[config.mk]
export PLATFORM = sky130hd
export DESIGN_NAME = uart_disp_sched_flat
export DESIGN_NICKNAME = d
export VERILOG_FILES = /design/src/rtl/uart_disp_sched_if.sv /design/src/rtl/uart_disp_sched.sv /design/src/flat_wrapper.sv
export SDC_FILE = /design/constraint.sdc
export NUM_CORES = 1
export LEC_CHECK = 0
export CAP_MARGIN = 5
export CORE_ASPECT_RATIO = 2
export CORE_MARGIN = 1
export CORE_UTILIZATION = 40
export DETAILED_ROUTE_END_ITERATION = 7
export MAX_ROUTING_LAYER = met4
export PLACE_DENSITY_LB_ADDON = 0.12
export SYNTH_ARGS = -nofsm -noshare
export SYNTH_HDL_FRONTEND = slang
export SYNTH_SLANG_ARGS = --single-unit
[constraint.sdc]
create_clock -name clk -period 4.15 [get_ports clk]
set_input_delay 0.415 -clock clk [delete_from_list [all_inputs] [get_ports clk]]
set_output_delay 0.415 -clock clk [all_outputs]
set_load 0.005 [all_outputs]
[src/rtl/uart_disp_sched_if.sv]
// Byte-strobe input and multiplexed seven-segment output bundle for uart_disp_sched.
interface uart_disp_sched_if;
   logic       valid;
   logic [7:0] data;
   logic [7:0] led_en;
   logic [7:0] led_cx;

   modport master (output valid, output data, input led_en, input led_cx);
   modport slave  (input valid, input data, output led_en, output led_cx);
endinterface

[src/rtl/uart_disp_sched.sv]
// Round-robin owner of the 8-digit seven-segment display: ID, last byte, hex and BCD byte counts.
// Optional RX_FLASH_EN: DP on DK4 flashes for FLASH_MS after each received byte.
module uart_disp_sched #(
   parameter int       CLK_FREQ = 100000000,
   parameter int       SCAN_HZ  = 1000,
   parameter bit [3:0] ID_HI    = 4'd0,
   parameter bit [3:0] ID_LO    = 4'd9,
   parameter int       FLASH_MS = 50
) (
   input logic              clk,
   input logic              rst,
   uart_disp_sched_if.slave bus
);
   localparam int             DIV    = CLK_FREQ / SCAN_HZ;
   localparam int             CW     = (DIV > 2) ? $clog2(DIV) : 1;
   localparam logic [CW-1:0] DIV_M1 = CW'(DIV - 1);

   logic [CW-1:0] dwell;
   logic [2:0]    idx;
   logic          run;
   logic [7:0]    last_byte;
   logic [7:0]    hex_cnt;
   logic [3:0]    dec_tens;
   logic [3:0]    dec_ones;
   logic [3:0]    nib;
   logic [7:0]    seg_cur;
   logic          dp;
   logic          tick;

   function automatic logic [7:0] seg7(input logic [3:0] n);
      case (n)
         4'h0: seg7 = 8'h03;
         4'h1: seg7 = 8'h9F;
         4'h2: seg7 = 8'h25;
         4'h3: seg7 = 8'h0D;
         4'h4: seg7 = 8'h99;
         4'h5: seg7 = 8'h49;
         4'h6: seg7 = 8'h41;
         4'h7: seg7 = 8'h1F;
         4'h8: seg7 = 8'h01;
         4'h9: seg7 = 8'h09;
         4'hA: seg7 = 8'h11;
         4'hB: seg7 = 8'hC1;
         4'hC: seg7 = 8'h63;
         4'hD: seg7 = 8'h85;
         4'hE: seg7 = 8'h61;
         default: seg7 = 8'h71;
      endcase
   endfunction

   assign tick = (dwell == DIV_M1);

   // run stays low until the first tick so the scan starts on DK0 a full dwell after reset.
   always_ff @(posedge clk) begin
      if (rst) begin
         dwell <= '0;
         idx   <= 3'd0;
         run   <= 1'b0;
      end else if (tick) begin
         dwell <= '0;
         run   <= 1'b1;
         if (run)
            idx <= idx + 3'd1;
      end else begin
         dwell <= dwell + CW'(1);
      end
   end

   always_ff @(posedge clk) begin
      if (rst) begin
         last_byte <= 8'h00;
         hex_cnt   <= 8'h00;
         dec_tens  <= 4'd0;
         dec_ones  <= 4'd0;
      end else if (bus.valid) begin
         last_byte <= bus.data;
         hex_cnt   <= hex_cnt + 8'd1;
         if (dec_ones == 4'd9) begin
            dec_ones <= 4'd0;
            dec_tens <= (dec_tens == 4'd9) ? 4'd0 : dec_tens + 4'd1;
         end else begin
            dec_ones <= dec_ones + 4'd1;
         end
      end
   end

`ifdef RX_FLASH_EN
   localparam longint FLASH_LEN = longint'(FLASH_MS) * longint'(CLK_FREQ) / 1000;
   localparam int     FW        = $clog2(FLASH_LEN + 1);
   logic [FW-1:0] flash;

   always_ff @(posedge clk) begin
      if (rst)
         flash <= '0;
      else if (bus.valid)
         flash <= FW'(FLASH_LEN);
      else if (flash != '0)
         flash <= flash - FW'(1);
   end

   assign dp = !((flash != '0) && (idx == 3'd4));
`else
   assign dp = 1'b1;
`endif

   always_comb begin
      nib = 4'h0;
      case (idx)
         3'd7: nib = ID_HI;
         3'd6: nib = ID_LO;
         3'd5: nib = last_byte[7:4];
         3'd4: nib = last_byte[3:0];
         3'd3: nib = hex_cnt[7:4];
         3'd2: nib = hex_cnt[3:0];
         3'd1: nib = dec_tens;
         default: nib = dec_ones;
      endcase
      seg_cur = seg7(nib);
   end

   always_ff @(posedge clk) begin
      if (rst || !run) begin
         bus.led_en <= 8'hFF;
         bus.led_cx <= 8'hFF;
      end else begin
         bus.led_en <= ~(8'b1 << idx);
         bus.led_cx <= {seg_cur[7:1], dp};
      end
   end
endmodule

[src/flat_wrapper.sv]
// flat-port wrapper written by rule: the top's interface ports become plain ports
module uart_disp_sched_flat 
#(
   parameter int       CLK_FREQ = 100000000,
   parameter int       SCAN_HZ  = 1000,
   parameter bit [3:0] ID_HI    = 4'd0,
   parameter bit [3:0] ID_LO    = 4'd9,
   parameter int       FLASH_MS = 50
)
  (clk, rst, bus_valid, bus_data, bus_led_en, bus_led_cx);
  uart_disp_sched_if bus_i ();
  input logic clk;
  input logic rst;
  input wire logic [$bits(bus_i.valid)-1:0] bus_valid;
  input wire logic [$bits(bus_i.data)-1:0] bus_data;
  output wire logic [$bits(bus_i.led_en)-1:0] bus_led_en;
  output wire logic [$bits(bus_i.led_cx)-1:0] bus_led_cx;
  assign bus_i.valid = bus_valid;
  assign bus_i.data = bus_data;
  assign bus_led_en = bus_i.led_en;
  assign bus_led_cx = bus_i.led_cx;
  uart_disp_sched #(.CLK_FREQ(CLK_FREQ), .SCAN_HZ(SCAN_HZ), .ID_HI(ID_HI), .ID_LO(ID_LO), .FLASH_MS(FLASH_MS)) u_core (.clk(clk), .rst(rst), .bus(bus_i));
endmodule
== Word-level counts from Yosys, hierarchy flattened ==
Memories as Yosys holds them, arrays and structs flattened. A register that Yosys moved wholly into a read port is not among the register bits.
Cells that the tools add are included.

* ROM bits: 112
* Memories: 1
* Bits of input ports: 11
* Output and inout bits: 16
* Flip-flop bits (word level): 54
* Word-level logic and storage cells: 35

* Shift operators: 1
* Reduce and logical (&&, ||, !) cells: 5
* Add/subtract/negate cells: 5
* Bitwise logic cells: 1
* Equal/unequal tests: 10
* Muxes and demuxes: 3

{| class="wikitable"
|+ Memory list
! memory !! words !! bits a word !! rd ports !! clocked after Yosys merged registers in !! wr ports !! RTL line !! text
|-
| (no name shown) || 16 || 7 || 1 || 1 || 0 || uart_disp_sched.sv:31 || <nowiki>case (n)</nowiki>
|}

{| class="wikitable"
|+ Operators by type and width
! operator !! count
|-
| 4-bit one-hot mux with 7 select lines || 1
|-
| 17-bit by 1-bit adder with 17-bit output (second input constant) || 1
|-
| 17-bit equality test (second input constant) || 1
|-
| 3-bit equality test (second input constant) || 4
|-
| 4-bit by 1-bit adder with 4-bit output (second input constant) || 2
|-
| 8-bit by 1-bit adder with 8-bit output (second input constant) || 1
|-
| 4-bit equality test (second input constant) || 2
|-
| 4-bit two-way mux || 2
|-
| 8-bit NOT || 1
|-
| 1-bit by 3-bit << shifter with 8-bit output (first input constant) || 1
|-
| 3-bit by 2-bit equality test with 1-bit output (second input constant) || 2
|-
| 2-bit AND reduction || 2
|-
| 3-bit by 1-bit adder with 3-bit output (second input constant) || 1
|-
| 3-bit by 1-bit equality test with 1-bit output (second input constant) || 1
|-
| 2-bit OR reduction || 1
|-
| 1-bit logical NOT || 1
|-
| 1-bit logical OR || 1
|}

== Logic depth before layout (Yosys ltp) ==
* Depth after elaboration: 2
* Depth in mapped cells: 13
* Mapped depth without buffers: 11

== Worst setup path before layout ==
OpenSTA, ideal clock, no wires.

* Path type: register to register
* Start point: reg u_core.idx[2]
* End point: reg u_core.bus.led_cx[4]
* Clock period less this slack: 3.157 ns
* Buffers on the path: 2
* Required time: 4.017 ns
* Stages on the path, launching flop included: 13
* Setup time: 0.133 ns
* Arrival: 3.024 ns
* Setup slack: 0.993 ns
* Cell sequence: dfxtp_1 > clkbuf_1 > inv_1 > ha_1 > or4_4 > or2_1 > buf_6 > o22ai_2 > inv_1 > ha_1 > and2_2 > a2111oi_2 > a31oi_1

* Cells in the longest elaborated chain, start to end: 2
* Elaborated cells between the ends (all ways): 8
* Those cells by class: eq/ne (7); mux (1)

{| class="wikitable"
|+ Ends and longest elaborated chain
! element !! RTL line !! text
|-
| from (decl) || uart_disp_sched.sv:19 || <nowiki>logic [2:0] idx;</nowiki>
|-
| from (signal assigned) || uart_disp_sched.sv:63 || <nowiki>idx <= idx + 3'd1;</nowiki>
|-
| 3-bit by 1-bit equality test with 1-bit output, or another cell as far along || uart_disp_sched.sv:108 || <nowiki>case (idx)</nowiki>
|-
| 4-bit one-hot mux with 7 select lines * || uart_disp_sched.sv:108 ||
|-
| to (decl) || uart_disp_sched_if.sv:9 || <nowiki>modport slave (input valid, input data, output led_en, output led_cx);</nowiki>
|}

Every way passes the cells marked *; elsewhere a longest branch is shown, timed or not.
A chain may end at the register's enable or synchronous reset.

== Worst setup path after layout ==
Ends and elaborated chain as after synthesis.

==> results.ini <==
[sta]
setup-violations-final = 0
fin_tns_setup_ns = 0
finalHoldWorstSlack_ns = 0.4438
max_freq_mhz = 294.0
clock_skew_ns = 0.006932
drv_slew = 0
fin_crit_sh = 0.8197
tightest_slew_ns = 0.5724
min_period_ns = 3.402
rsz0062_at_grt = false
hold_viol = 0
relSlewSlack = 0.6176

[floorplan]
core-area_um2 = 6621
start_util = 0.4152
row_count = 42
io_pins = 27
die_h_um = 119.2
die_area_um2 = 7228
die_w_um = 60.62

[cells_and_area]
n_fill_cell = 658
instances_no_fill = 420
diodes = 0
fin_nets = 352
final_cell_area_um2 = 3361
drive_gt1_frac = 0.08434
syn_to_final_growth_pct = 22.26

[critical_path]
worstSetupEndpointType = flop
critPathLaunchType = flop
r2r-end = u_core.bus.led_cx[4]
arrival_ns = 3.57
worstPathRequired_ns = 4.32
cp_max_fo = 12
r2r_slack_ns = 0.75
r2r-start = u_core.idx[2]
worstRegToRegCells = 10
critPathKind = reg -> reg

[drt]
dr.pass1.iters = 7
drtAntennaViolNets = 0
wl_per_cell_um = 13.95
drt-total-wl_mm = 5.861
drtIter0Drc = 77
avgViaCountPerCell = 5.083
drc = 0
vias = 2135

[yosys]
ys_top_cells_by_area = dfxtp_1, nor2_1, ha_1
synth_top_family_by_area = simple AND/OR/NAND/NOR gates
synthSimpleGateAreaFrac = 0.2098
synthDistinctLibCells = 45
yosys_warnings = 0
synth-compound-area-share = 0.1183
ys_seq_elements = 60
yosysTopAreaCell = dfxtp_1
syn_area_per_cell_um2 = 9.102
synth_xor_area_frac = 0.07965
synth_edf_count = 0
synthesis.nets = 327
synthFlopType = dfxtp_1
synth_top_area_share = 0.4370
synth-adder-area-share = 0.06372
ys_seq_area_frac = 0.4370
synthMuxAreaShare = 0.05098
syn_area_um2 = 2749
synthArstFlopShare = 0
synthCells = 302

[pwr]
p_leak_nw = 1.313
clkPwrFrac = 0.525
p_comb_frac = 0.048
power_density_nw_per_um2 = 418.3
max-vdd-ir-drop_mv = 0.3220
internal-power_mw = 1.116
switchingPower_mw = 0.2899
p_total_mw = 1.406
p_seq_frac = 0.426
switching_share = 0.2062

[clocking]
root_buffer = clkbuf_16
cts_resized = 0
post_cts_buffers = 0
clock-sinks = 60
path_clk_slew_ns = 0.05
clk_path_buf_depth = 2
cts_hold_buf = 0
cts_buffers = 9
insertion_delay_ns = 0.33
htreeDepth = 3
cts_tree = yes

[hold_path]
hold-path-cell-count = 1
min_to = u_core.dwell[0]
hold_class = reg -> reg
hold_start = u_core.dwell[0]

[global_route]
track_usage = 0.1998
grt_pass1_wl_mm = 10.07
overflow = 0
grt_max_degree = 20
grt_pass1_vias = 2197
antenna_found_initial = 0

[placement]
dpl_cell_area_um2 = 3057
hpwl_mm = 4.458
io_buffers = 25
placedCellCount = 404
place_congestion = 0.9185

[run_status]
outcome = complete, no violations

[run]
cap_violations = 0

-- cells by family (layout without fill, tap and decap cells) --
group / Yosys count / in the layout
compound gates: 42 / 42
xor+xnor: 25 / 25
fa+ha+maj: 14 / 14
buf+inv: 23 / 53
flops: 60 / 60
mux: 14 / 14
other cells: 1 / 1
simple gates: 123 / 123
-- sequential cells by signal, indices dropped and copies added (netlist names) --
signal             count
u_core.dec_ones        4
u_core.bus.led_en      8
u_core.dec_tens        4
u_core.last_byte       8
u_core.dwell          17
u_core.bus.led_cx      7
u_core.idx             3
u_core.run             1
u_core.hex_cnt         8
-- layout make-up --
type                    count  area [um^2]  area share
clock buffers              12        256.5     0.07632
clock inverters             4        47.55     0.01415
multi-input cells         219         1440      0.4285
well taps                  88        110.1     0.03276
inverters                  10        40.04     0.01191
flip-flops and latches     60         1201      0.3574
repair buffers             27        265.3     0.07893
-- per-stage QoR --
stage,setup slack [ns],utilization
after global routing,0.5040,0.5076
final,0.7481,0.5076
after global placement,0.8995,0.4616
after CTS,0.7540,0.5076
after floorplan,0.9935,-
after detailed placement,0.7808,0.4616
-- synthesized netlist by cell type (all sizes together), types with 3 or more instances --
library cell	instances
a21oi	8
a221o	4
a31oi	5
and2	3
and3	3
buf	4
clkbuf	9
dfxtp	60
ha	14
inv	10
mux2i	14
nand2	20
nand3	11
nand4	7
nor2	53
nor2b	6
nor3	8
nor3b	3
o21ai	9
o22ai	5
or3	3
or4	3
xnor2	11
xor2	14
-- critical path, stage by stage (launching register included) --
cell	delay, ns
dfxtp_1	0.53
inv_1	0.17
ha_1	0.30
or4_4	0.54
or2_1	0.38
o22ai_2	0.36
inv_1	0.11
ha_1	0.25
and2_2	0.19
a2111oi_2	0.32
a31oi_1	0.07
-- how the worst max path moves through the flow --
stage / startpoint / slack, ns / to / cells after the start
floorplan: u_core.idx[2] / 0.99 / u_core.bus.led_cx[4] / 12
global placement: u_core.idx[2] / 0.90 / u_core.bus.led_cx[4] / 10
detailed placement: u_core.idx[2] / 0.78 / u_core.bus.led_cx[4] / 10
CTS: u_core.idx[2] / 0.75 / u_core.bus.led_cx[4] / 10
global route: u_core.idx[2] / 0.50 / u_core.bus.led_cx[4] / 10
finish: u_core.idx[2] / 0.75 / u_core.bus.led_cx[4] / 10
-- cell usage in the layout (no fill, tap or decap), drive strengths merged, types with 9 or more instances in the layout --
master | synthesis | layout
clkbuf | 9 | 12
clkdlybuf4s50 | 0 | 25
dfxtp | 60 | 60
ha | 14 | 14
inv | 10 | 10
mux2i | 14 | 14
nand2 | 20 | 20
nand3 | 11 | 11
nor2 | 53 | 53
o21ai | 9 | 9
xnor2 | 11 | 11
xor2 | 14 | 14
-- metal layers --
| metal | share of wire | vias to the layer above | wire length (um) | track usage |
|---|---|---|---|---|
| met1 | 0.35 | 994 | 2057 | 0.1713 |
| met4 | 0.061 | 0 | 358 | 0.1378 |
| li1 | - | 1089 | - | - |
| met5 | 0 | - | 0 | - |
| met2 | 0.56 | 34 | 3263 | 0.3434 |
| met3 | 0.031 | 18 | 182 | 0.06515 |
-- power groups by stage --
stage                     Combinational, mW  Clock, mW  Sequential [mW]
after floorplan                      0.0486          0            0.607
after global placement               0.0675          0            0.611
after detailed placement             0.0689          0            0.611
after CTS                            0.0693      0.757            0.599
after global routing                 0.0767      0.785            0.600
final                                0.0681      0.738            0.599
(Power assumes the default switching activity.)
